===== src/rtl/deferred_writeback_sched.sv =====
// deferred_writeback_sched
//   Schedules overlapped (deferred) register/flag writeback for the 6502 core. At each
//   instruction boundary the retiring opcode's destination mask and flag sources are captured
//   into a small FIFO, then replayed as one-cycle strobes during T2 of a following instruction
//   (or on the cycle after capture when DEFER=0). One entry retires per commit.
// Ports
//   clk       core clock
//   rst       synchronous active-high reset
//   rdy       CPU RDY; low freezes the scheduler (flush still honoured)
//   T         one-hot timing state
//   sync      instruction boundary (last cycle of retiring opcode)
//   dest_in   destinations written by retiring opcode
//   flag_in   flag sources updated by retiring opcode
//   flush     discard all pending entries
//   src_mask  registers read by the current opcode this cycle
//   wb_en     one-cycle writeback strobes
//   flag_en   one-cycle flag-update strobes
//   fwd_hit   src_mask AND any pending destination
//   pend_cnt  number of valid entries
//   ovf       sticky: a capture was dropped because the queue was full
module deferred_writeback_sched #(
  parameter int unsigned NUM_DEST = 3,
  parameter int unsigned NUM_FLAG = 3,
  parameter int unsigned DEPTH    = 2,
  parameter int unsigned T_W      = 7,
  parameter int unsigned T2_IDX   = 1,
  parameter int unsigned DEFER    = 1
) (
  input  logic                       clk,
  input  logic                       rst,
  input  logic                       rdy,
  input  logic [T_W-1:0]             T,
  input  logic                       sync,
  input  logic [NUM_DEST-1:0]        dest_in,
  input  logic [NUM_FLAG-1:0]        flag_in,
  input  logic                       flush,
  input  logic [NUM_DEST-1:0]        src_mask,
  output logic [NUM_DEST-1:0]        wb_en,
  output logic [NUM_FLAG-1:0]        flag_en,
  output logic [NUM_DEST-1:0]        fwd_hit,
  output logic [$clog2(DEPTH+1)-1:0] pend_cnt,
  output logic                       ovf
);

  localparam int unsigned PtrW = (DEPTH > 1) ? $clog2(DEPTH) : 1;
  localparam int unsigned CntW = $clog2(DEPTH + 1);

  logic [NUM_DEST-1:0] dest_q [DEPTH];
  logic [NUM_FLAG-1:0] flag_q [DEPTH];
  logic [PtrW-1:0]     wr_ptr_q, wr_ptr_d;
  logic [PtrW-1:0]     rd_ptr_q, rd_ptr_d;
  logic [CntW-1:0]     cnt_q, cnt_d;
  logic                ovf_q, ovf_d;

  logic                valid_head, full, t2_ok;
  logic                push, push_ok, commit;
  logic [NUM_DEST-1:0] pend_dest;
  logic                unused_t;

  // Only one T bit is consumed; fold the rest so they are visibly accounted for.
  assign unused_t = ^T;

  function automatic logic [PtrW-1:0] ptr_inc(input logic [PtrW-1:0] p);
    return (32'(p) == DEPTH - 1) ? '0 : p + PtrW'(1);
  endfunction

  assign valid_head = (cnt_q != '0);
  assign full       = (32'(cnt_q) == DEPTH);
  assign t2_ok      = (DEFER != 0) ? T[T2_IDX] : 1'b1;

  // With DEFER=0 the head is registered state, so it is always at least one cycle old.
  assign commit  = !rst && !flush && rdy && valid_head && t2_ok;
  assign push    = !rst && !flush && rdy && sync && ((|dest_in) || (|flag_in));
  // A full queue still accepts a push when the head retires in the same cycle.
  assign push_ok = push && (!full || commit);

  always_comb begin
    pend_dest = '0;
    for (int unsigned i = 0; i < DEPTH; i++) begin
      // Slot i is valid when its distance from the read pointer is below the count.
      if (((i + DEPTH - 32'(rd_ptr_q)) % DEPTH) < 32'(cnt_q)) begin
        pend_dest = pend_dest | dest_q[i];
      end
    end
  end

  always_comb begin
    wr_ptr_d = wr_ptr_q;
    rd_ptr_d = rd_ptr_q;
    cnt_d    = cnt_q;
    ovf_d    = ovf_q;
    if (flush) begin
      wr_ptr_d = '0;
      rd_ptr_d = '0;
      cnt_d    = '0;
    end else begin
      if (push_ok) begin
        wr_ptr_d = ptr_inc(wr_ptr_q);
      end
      if (commit) begin
        rd_ptr_d = ptr_inc(rd_ptr_q);
      end
      if (push_ok && !commit) begin
        cnt_d = cnt_q + CntW'(1);
      end else if (commit && !push_ok) begin
        cnt_d = cnt_q - CntW'(1);
      end
      if (push && !push_ok) begin
        ovf_d = 1'b1;
      end
    end
  end

  always_ff @(posedge clk) begin
    if (rst) begin
      wr_ptr_q <= '0;
      rd_ptr_q <= '0;
      cnt_q    <= '0;
      ovf_q    <= 1'b0;
    end else begin
      wr_ptr_q <= wr_ptr_d;
      rd_ptr_q <= rd_ptr_d;
      cnt_q    <= cnt_d;
      ovf_q    <= ovf_d;
    end
  end

  // Payload storage needs no reset: slots are only read once the count covers them.
  always_ff @(posedge clk) begin
    if (push_ok) begin
      dest_q[wr_ptr_q] <= dest_in;
      flag_q[wr_ptr_q] <= flag_in;
    end
  end

  assign wb_en    = commit ? dest_q[rd_ptr_q] : '0;
  assign flag_en  = commit ? flag_q[rd_ptr_q] : '0;
  assign fwd_hit  = rst ? '0 : (src_mask & pend_dest);
  assign pend_cnt = cnt_q;
  assign ovf      = ovf_q;

endmodule


===== config.mk =====
export PLATFORM = sky130hd
export DESIGN_NAME = deferred_writeback_sched
export DESIGN_NICKNAME = d
export VERILOG_FILES = /design/src/rtl/deferred_writeback_sched.sv
export SDC_FILE = /design/constraint.sdc
export NUM_CORES = 1
export LEC_CHECK = 0
export BUFFER_PORTS_ARGS = -buffer_cell sky130_fd_sc_hd__buf_2
export CAP_MARGIN = 5
export CELL_PAD_IN_SITES_DETAIL_PLACEMENT = 0
export CELL_PAD_IN_SITES_GLOBAL_PLACEMENT = 2
export CORE_UTILIZATION = 26
export DETAILED_ROUTE_END_ITERATION = 7
export PLACE_DENSITY = 0.81
export SYNTH_ARGS = -nofsm -noshare
export SYNTH_HDL_FRONTEND = slang
export SYNTH_SLANG_ARGS = --single-unit

===== constraint.sdc =====
create_clock -name clk -period 2 [get_ports clk]
set_input_delay 0.4 -clock clk [delete_from_list [all_inputs] [get_ports clk]]
set_output_delay 0.4 -clock clk [all_outputs]
set_load 0.03 [all_outputs]

### Yosys cells after proc, flatten, opt, wreduce, memory -nomap -nowiden

Memory sizes are Yosys's and may differ from the RTL's. A register that Yosys moved wholly into a read port is not among the register bits.
Index checks and enable logic that the tools add are counted.

| storage, ports and cells | value |
|---|---|
| register bits after elaboration | 5 |
| output and inout port bits | 12 |
| memories | 2 |
| input bits | 21 |
| word-level logic and storage cells | 56 |
| RAM bits | 12 |

Memory list:

| name | depth | bits a word | read ports | clocked after Yosys merged registers in | write ports | RTL line | source |
|---|---|---|---|---|---|---|---|
| dest_q | 2 | 3 | 3 | 1 | 1 | 48 | `logic [NUM_DEST-1:0] dest_q [DEPTH];` |
| flag_q | 2 | 3 | 1 | 1 | 1 | 49 | `logic [NUM_FLAG-1:0] flag_q [DEPTH];` |

| cells by class | value |
|---|---|
| reductions and logical operators | 23 |
| equality and inequality tests | 1 |
| muxes and demuxes | 15 |
| $add $sub $neg | 6 |
| bitwise logic cells | 3 |
| order comparisons | 2 |

Operator list:

| kind | count |
|---|---|
| 3-bit 2-to-1 mux | 5 |
| 1-bit logical AND | 10 |
| 1-bit 2-to-1 mux | 8 |
| 3-bit OR reduction | 2 |
| 1-bit logical NOT | 5 |
| 1-bit by 2-bit < comparator with 1-bit output | 2 |
| 2-bit 2-to-1 mux | 2 |
| 2-bit nonzero test | 2 |
| 3-bit AND | 1 |
| 3-bit bitwise OR | 1 |
| 1-bit adder (second input constant) | 2 |
| 2-bit by 1-bit adder with 2-bit output (second input constant) | 1 |
| 2-bit == test (second input constant) | 1 |
| 1-bit logical OR | 2 |
| 2-bit AND reduction | 1 |
| 2-bit OR reduction | 1 |
| 1-bit subtractor (first input constant) | 2 |
| 2-bit by 1-bit subtractor with 2-bit output (second input constant) | 1 |
| 1-bit inverter | 1 |

### Depth between registers and ports, before layout

| depth | value |
|---|---|
| depth after elaboration | 11 |
| gate-level depth with buffers | 9 |
| gate-level depth less buffers | 8 |

### Least setup slack after synthesis

OpenSTA, ideal clock, no wires.

| timing path | value |
|---|---|
| kind | register -> output |
| start point | register cnt_q[0] (netlist: pend_cnt[0]) |
| end point | output port fwd_hit[0] |
| data required time | 1.600 ns |
| data arrival time | 1.654 ns |
| slack | -0.054 ns |
| buffers on the path | 1 |
| cell stages (with the launch flop) | 5 |
| path through | dfxtp_1 buf_4 a21o_1 a22oi_1 nor3b_1 |

| between the ends | value |
|---|---|
| cells in the longest elaborated chain, start to end | 6 |
| elaborated cells between the ends (all ways) | 7 |
| classes of those cells | 2 x order compare; 3 x mux; 2 x bitwise |

Ends and longest elaborated chain:

| item | RTL line | source |
|---|---|---|
| from (decl) | 52 | `logic [CntW-1:0] cnt_q, cnt_d;` |
| from (signal assigned) | 123 | `cnt_q <= cnt_d;` |
| 1-bit by 2-bit < comparator with 1-bit output | 81 | `if (((i + DEPTH - 32'(rd_ptr_q)) % DEPTH) < 32'(cnt_q)) begin` |
| 3-bit 2-to-1 mux | 81 |  |
| 3-bit bitwise OR | 82 | `pend_dest = pend_dest \| dest_q[i];` |
| 3-bit 2-to-1 mux * | 81 |  |
| 3-bit AND * | 138 | `assign fwd_hit = rst ? '0 : (src_mask & pend_dest);` |
| 3-bit 2-to-1 mux * | 138 |  |
| to (decl) | 40 | `output logic [NUM_DEST-1:0] fwd_hit,` |

Every way passes the cells marked *; elsewhere a longest branch is shown, timed or not.

### Worst setup path in the final report

| timing path | value |
|---|---|
| start point | input port rst |
| end point | output port wb_en[1] |

| between the ends | value |
|---|---|
| cells in the longest elaborated chain, start to end | 6 |

Ends and longest elaborated chain:

| item | RTL line | source |
|---|---|---|
| from (decl) | 30 | `input logic rst,` |
| 1-bit logical NOT | 72 | `assign commit = !rst && !flush && rdy && valid_head && t2_ok;` |
| 1-bit logical AND (4 in series) | 72 |  |
| 3-bit 2-to-1 mux | 136 | `assign wb_en = commit ? dest_q[rd_ptr_q] : '0;` |
| to (decl) | 38 | `output logic [NUM_DEST-1:0] wb_en,` |

No other way between the ends.

==> results.md <==
* Run status: finished clean
* Synthesized area at 855.8 sq um
* Compound-Gate Fraction of Synth Area at 11.11%
* Dpl ws at -0.1540 ns
* Filler cells at 315
* Core Box Area at 3078 sq um
* Largest net degree at the start of global routing at 11
* Starting density of the core at 27.80%
* CP Capture Type: output pin
* Worst Max-Slew Pin Slew at 0.5217 ns
* CTS tree: built
* Synth warn at 0
* Crit path cell chain: buf_2 -> nor3b_4 -> o211ai_2 -> nor2_1 -> buf_2
* RSZ-0062 raised after global routing: false
* Critical-path top delay cell: nor3b_4
* Post-synth EDFFs at 12
* I/O pin count at 33
* Ys flop type: edfxtp_1
* Hold Vio Cnt, Final at 0
* LEAKAGE at 0.0004417 uW
* Met1 usage at 13.50%
* Die Height at 59.37 um
* Max Clk Rate at 531.1 MHz
* Final core occ at 36.30%
* Post-route clock skew at 0.002009 ns
* Area grow syn2layout at 30.56%
* GP Congestion at 0.7471
* WP data required at 1.60 ns
* Crit-path max FO at 8
* Share of cells above drive strength 1 at 46.08%
* Most frequent CP cell: buf_2
* Storage cell area at 481.7 sq um
* Max cap viols at 0
* # resized after CTS at 0
* Slew Limit Fails at 0
* Met3 Usage GRT at 2.183%
* Critical path depth in cells at 5
* DRC at 0
* Clock Latency Late Sink at 0.28 ns
* Period utilization at 94.15%
* Detail Route Antenna Nets at 0
* Rows at 20
* Num CTS Buffers at 3
* GRT overflow at 0
* Hold_ws at 0.3327 ns
* Initial DRC count at 1
* Top cell type's share of synthesized area at 42.11%
* Nets at 125
* Critical path type: input port to output pin
* Avg Cell Area, Syn at 12.59 sq um
* Worst setup margin at 0.1170 ns
* R2R setup slack at 0.34 ns
* Root buffer cell: clkbuf_4
* Synth Register Bits at 18
* Family with the most delay on the worst path: simple AND/OR/NAND/NOR gates
* Placed wire-length estimate at 1.331 mm
* GRT met2 Usage at 18.62%
* Largest area contributor in the netlist: edfxtp_1
* Simple-gate share of the synthesized area at 16.67%
* Worst slew margin at 65.03%
* First-pass GRT wire length at 2.732 mm
* Ys async rst share at 0%
* Mux contribution to synthesized area at 7.018%
* Post-synthesis cell type count at 26
* Post-CTS Hold Fix Bufs at 0
* DR vias at 625
* Synth Area in Adders at 1.462%
* Min Tclk post-route at 1.883 ns
* Vias in the first global route at 634
* Routed wire length at 1.688 mm
* Reg2reg path depth at 7
* Buf+Inv Stages, Crit Path at 2
* Critical path's largest stage delay at 0.31 ns
* Die ar. at 3525 sq um
* Largest family of logic cells by synthesized area: simple AND/OR/NAND/NOR gates
* Synth Net Count at 90
* Seq/Total Area, Yosys at 56.14%
* Ant. Diodes at 0
* Pwr/cell area at 573.1 nW/um^2
* Gr busiest metal: met2
* Post-Syn Instances at 68
* Multi-input logic area at 360.3 sq um
* Hold path cells at 1
* Xor and xnor area share after synthesis at 4.094%
* Startpoint types: input port
* Setup violators final at 0
* Drt pass-1 iters at 4
* Clock buffer depth at 2
* Worst endpoint data arrival time at 1.48 ns
* Via density at 4.281
* Top post-synthesis cells by area: edfxtp_1 (42%), dfxtp_1 (14%), mux2i_1 (7.0%), nor2_1 (3.5%), o311ai_4 (3.1%)
* Worst VDD drop at 0.0002522 V
* H-tree Lvls at 1
* Initial antenna violation count at 0
* Sink Count at 18
* Overall die width at 59.37 um
* Clk slew on worst S/H paths at 0.10 ns
* All-Layer GR Usage at 10.77%
* Setup Buffers After CTS at 0
* HP Class: input port to register
* PortBufs at 26
* Avg WL per Cell at 11.56 um
-- metal layers --
layer / vias up / wire length [um]
li1: 316 / -
met1: 291 / 736
met2: 18 / 854
met3: 0 / 96
met4: 0 / 0
met5: - / 0
-- Yosys cell counts, types with 2 or more instances --
cell type / instances
nor3_1: 4
a22oi_1: 3
buf_4: 2
xor2_1: 2
nor3b_1: 3
edfxtp_1: 12
dfxtp_1: 6
nand2_1: 3
mux2i_1: 6
nor2_1: 8
xnor2_1: 2
inv_1: 3
-- final cells by class --
| type | count | area share (%) |
|---|---|---|
| clock inverters | 1 | 0.3359 |
| well taps | 44 | 4.927 |
| multi-input cells | 44 | 32.25 |
| flip-flops and latches | 18 | 43.11 |
| inverters | 3 | 1.008 |
| clock buffers | 3 | 2.016 |
| repair buffers | 33 | 16.35 |
-- path summary, 6_finish.rpt --
check | startpoint | end
hold / removal | dest_in[1] | dest_q[0][1]$_DFFE_PP_
hold reg to reg | ovf$_SDFFE_PP0P_ | ovf$_SDFFE_PP0P_
setup reg to reg | pend_cnt[1]$_SDFFE_PP0P_ | pend_cnt[1]$_SDFFE_PP0P_
setup / recovery | rst | wb_en[1]
-- cell usage in the layout (no fill, tap or decap) --
cell and count:
buf_2 26, edfxtp_1 12, nor2_1 8, buf_4 7, mux2i_1 6, dfxtp_1 5
nor3_1 4, inv_1 3, nand2_1 3, a22oi_1 3, nor3b_2 3, clkbuf_4 3
xnor2_1 2, xor2_1 2, nor3b_4 1, o211ai_2 1, a211oi_2 1, or4_4 1
o311ai_4 1, nor2_2 1, a21o_1 1, nor3_2 1, and2_1 1, nand2b_1 1
o22ai_1 1, o21bai_1 1, ha_1 1, clkinv_1 1, dfxtp_2 1
-- sequential cells by signal, summed over array words and instances, names as in the netlist, named ones only --
name	flops
pend_cnt	2
dest_q	6
wr_ptr_q	1
ovf	1
rd_ptr_q	1
flag_q	6
-- through the flow --
step,setup TNS [ns],total power [uW],area [sq um],std cells
after floorplan,0,436.5,870.8,68
after global placement,-0.4727,469.2,1090,142
after detailed placement,-0.6876,470.4,1090,142
after CTS,0,646.3,1116,146
after global routing,0,667.0,1117,146
final,0,640.3,1117,146
-- worst reg2reg max path: stages (launching register included) --
cell,delay (ns)
dfxtp_1,0.44
inv_1,0.11
a211oi_2,0.29
nor2_2,0.09
ha_1,0.32
nor2_1,0.14
xnor2_1,0.13
nor3_1,0.05
-- cell families (layout without fill, tap and decap cells) --
group	count (synthesis)	after routing
adders and majority gates	1	1
DFF	18	18
xor gates and xnor gates	4	4
and+or+nand+nor	24	24
AOI/OAI and AO/OA	9	9
muxes	6	6
buffers and inverters	6	40
-- report_power, final --
part / switching (uW) / leakage [uW] / internal [uW] / total [uW]
Clock: 107 / 0.0000154 / 72.3 / 179
Combinational: 29.7 / 0.000269 / 28.6 / 58.3
Sequential: 2.81 / 0.000157 / 400 / 403
Note: power is estimated with default switching activity, not from simulation.
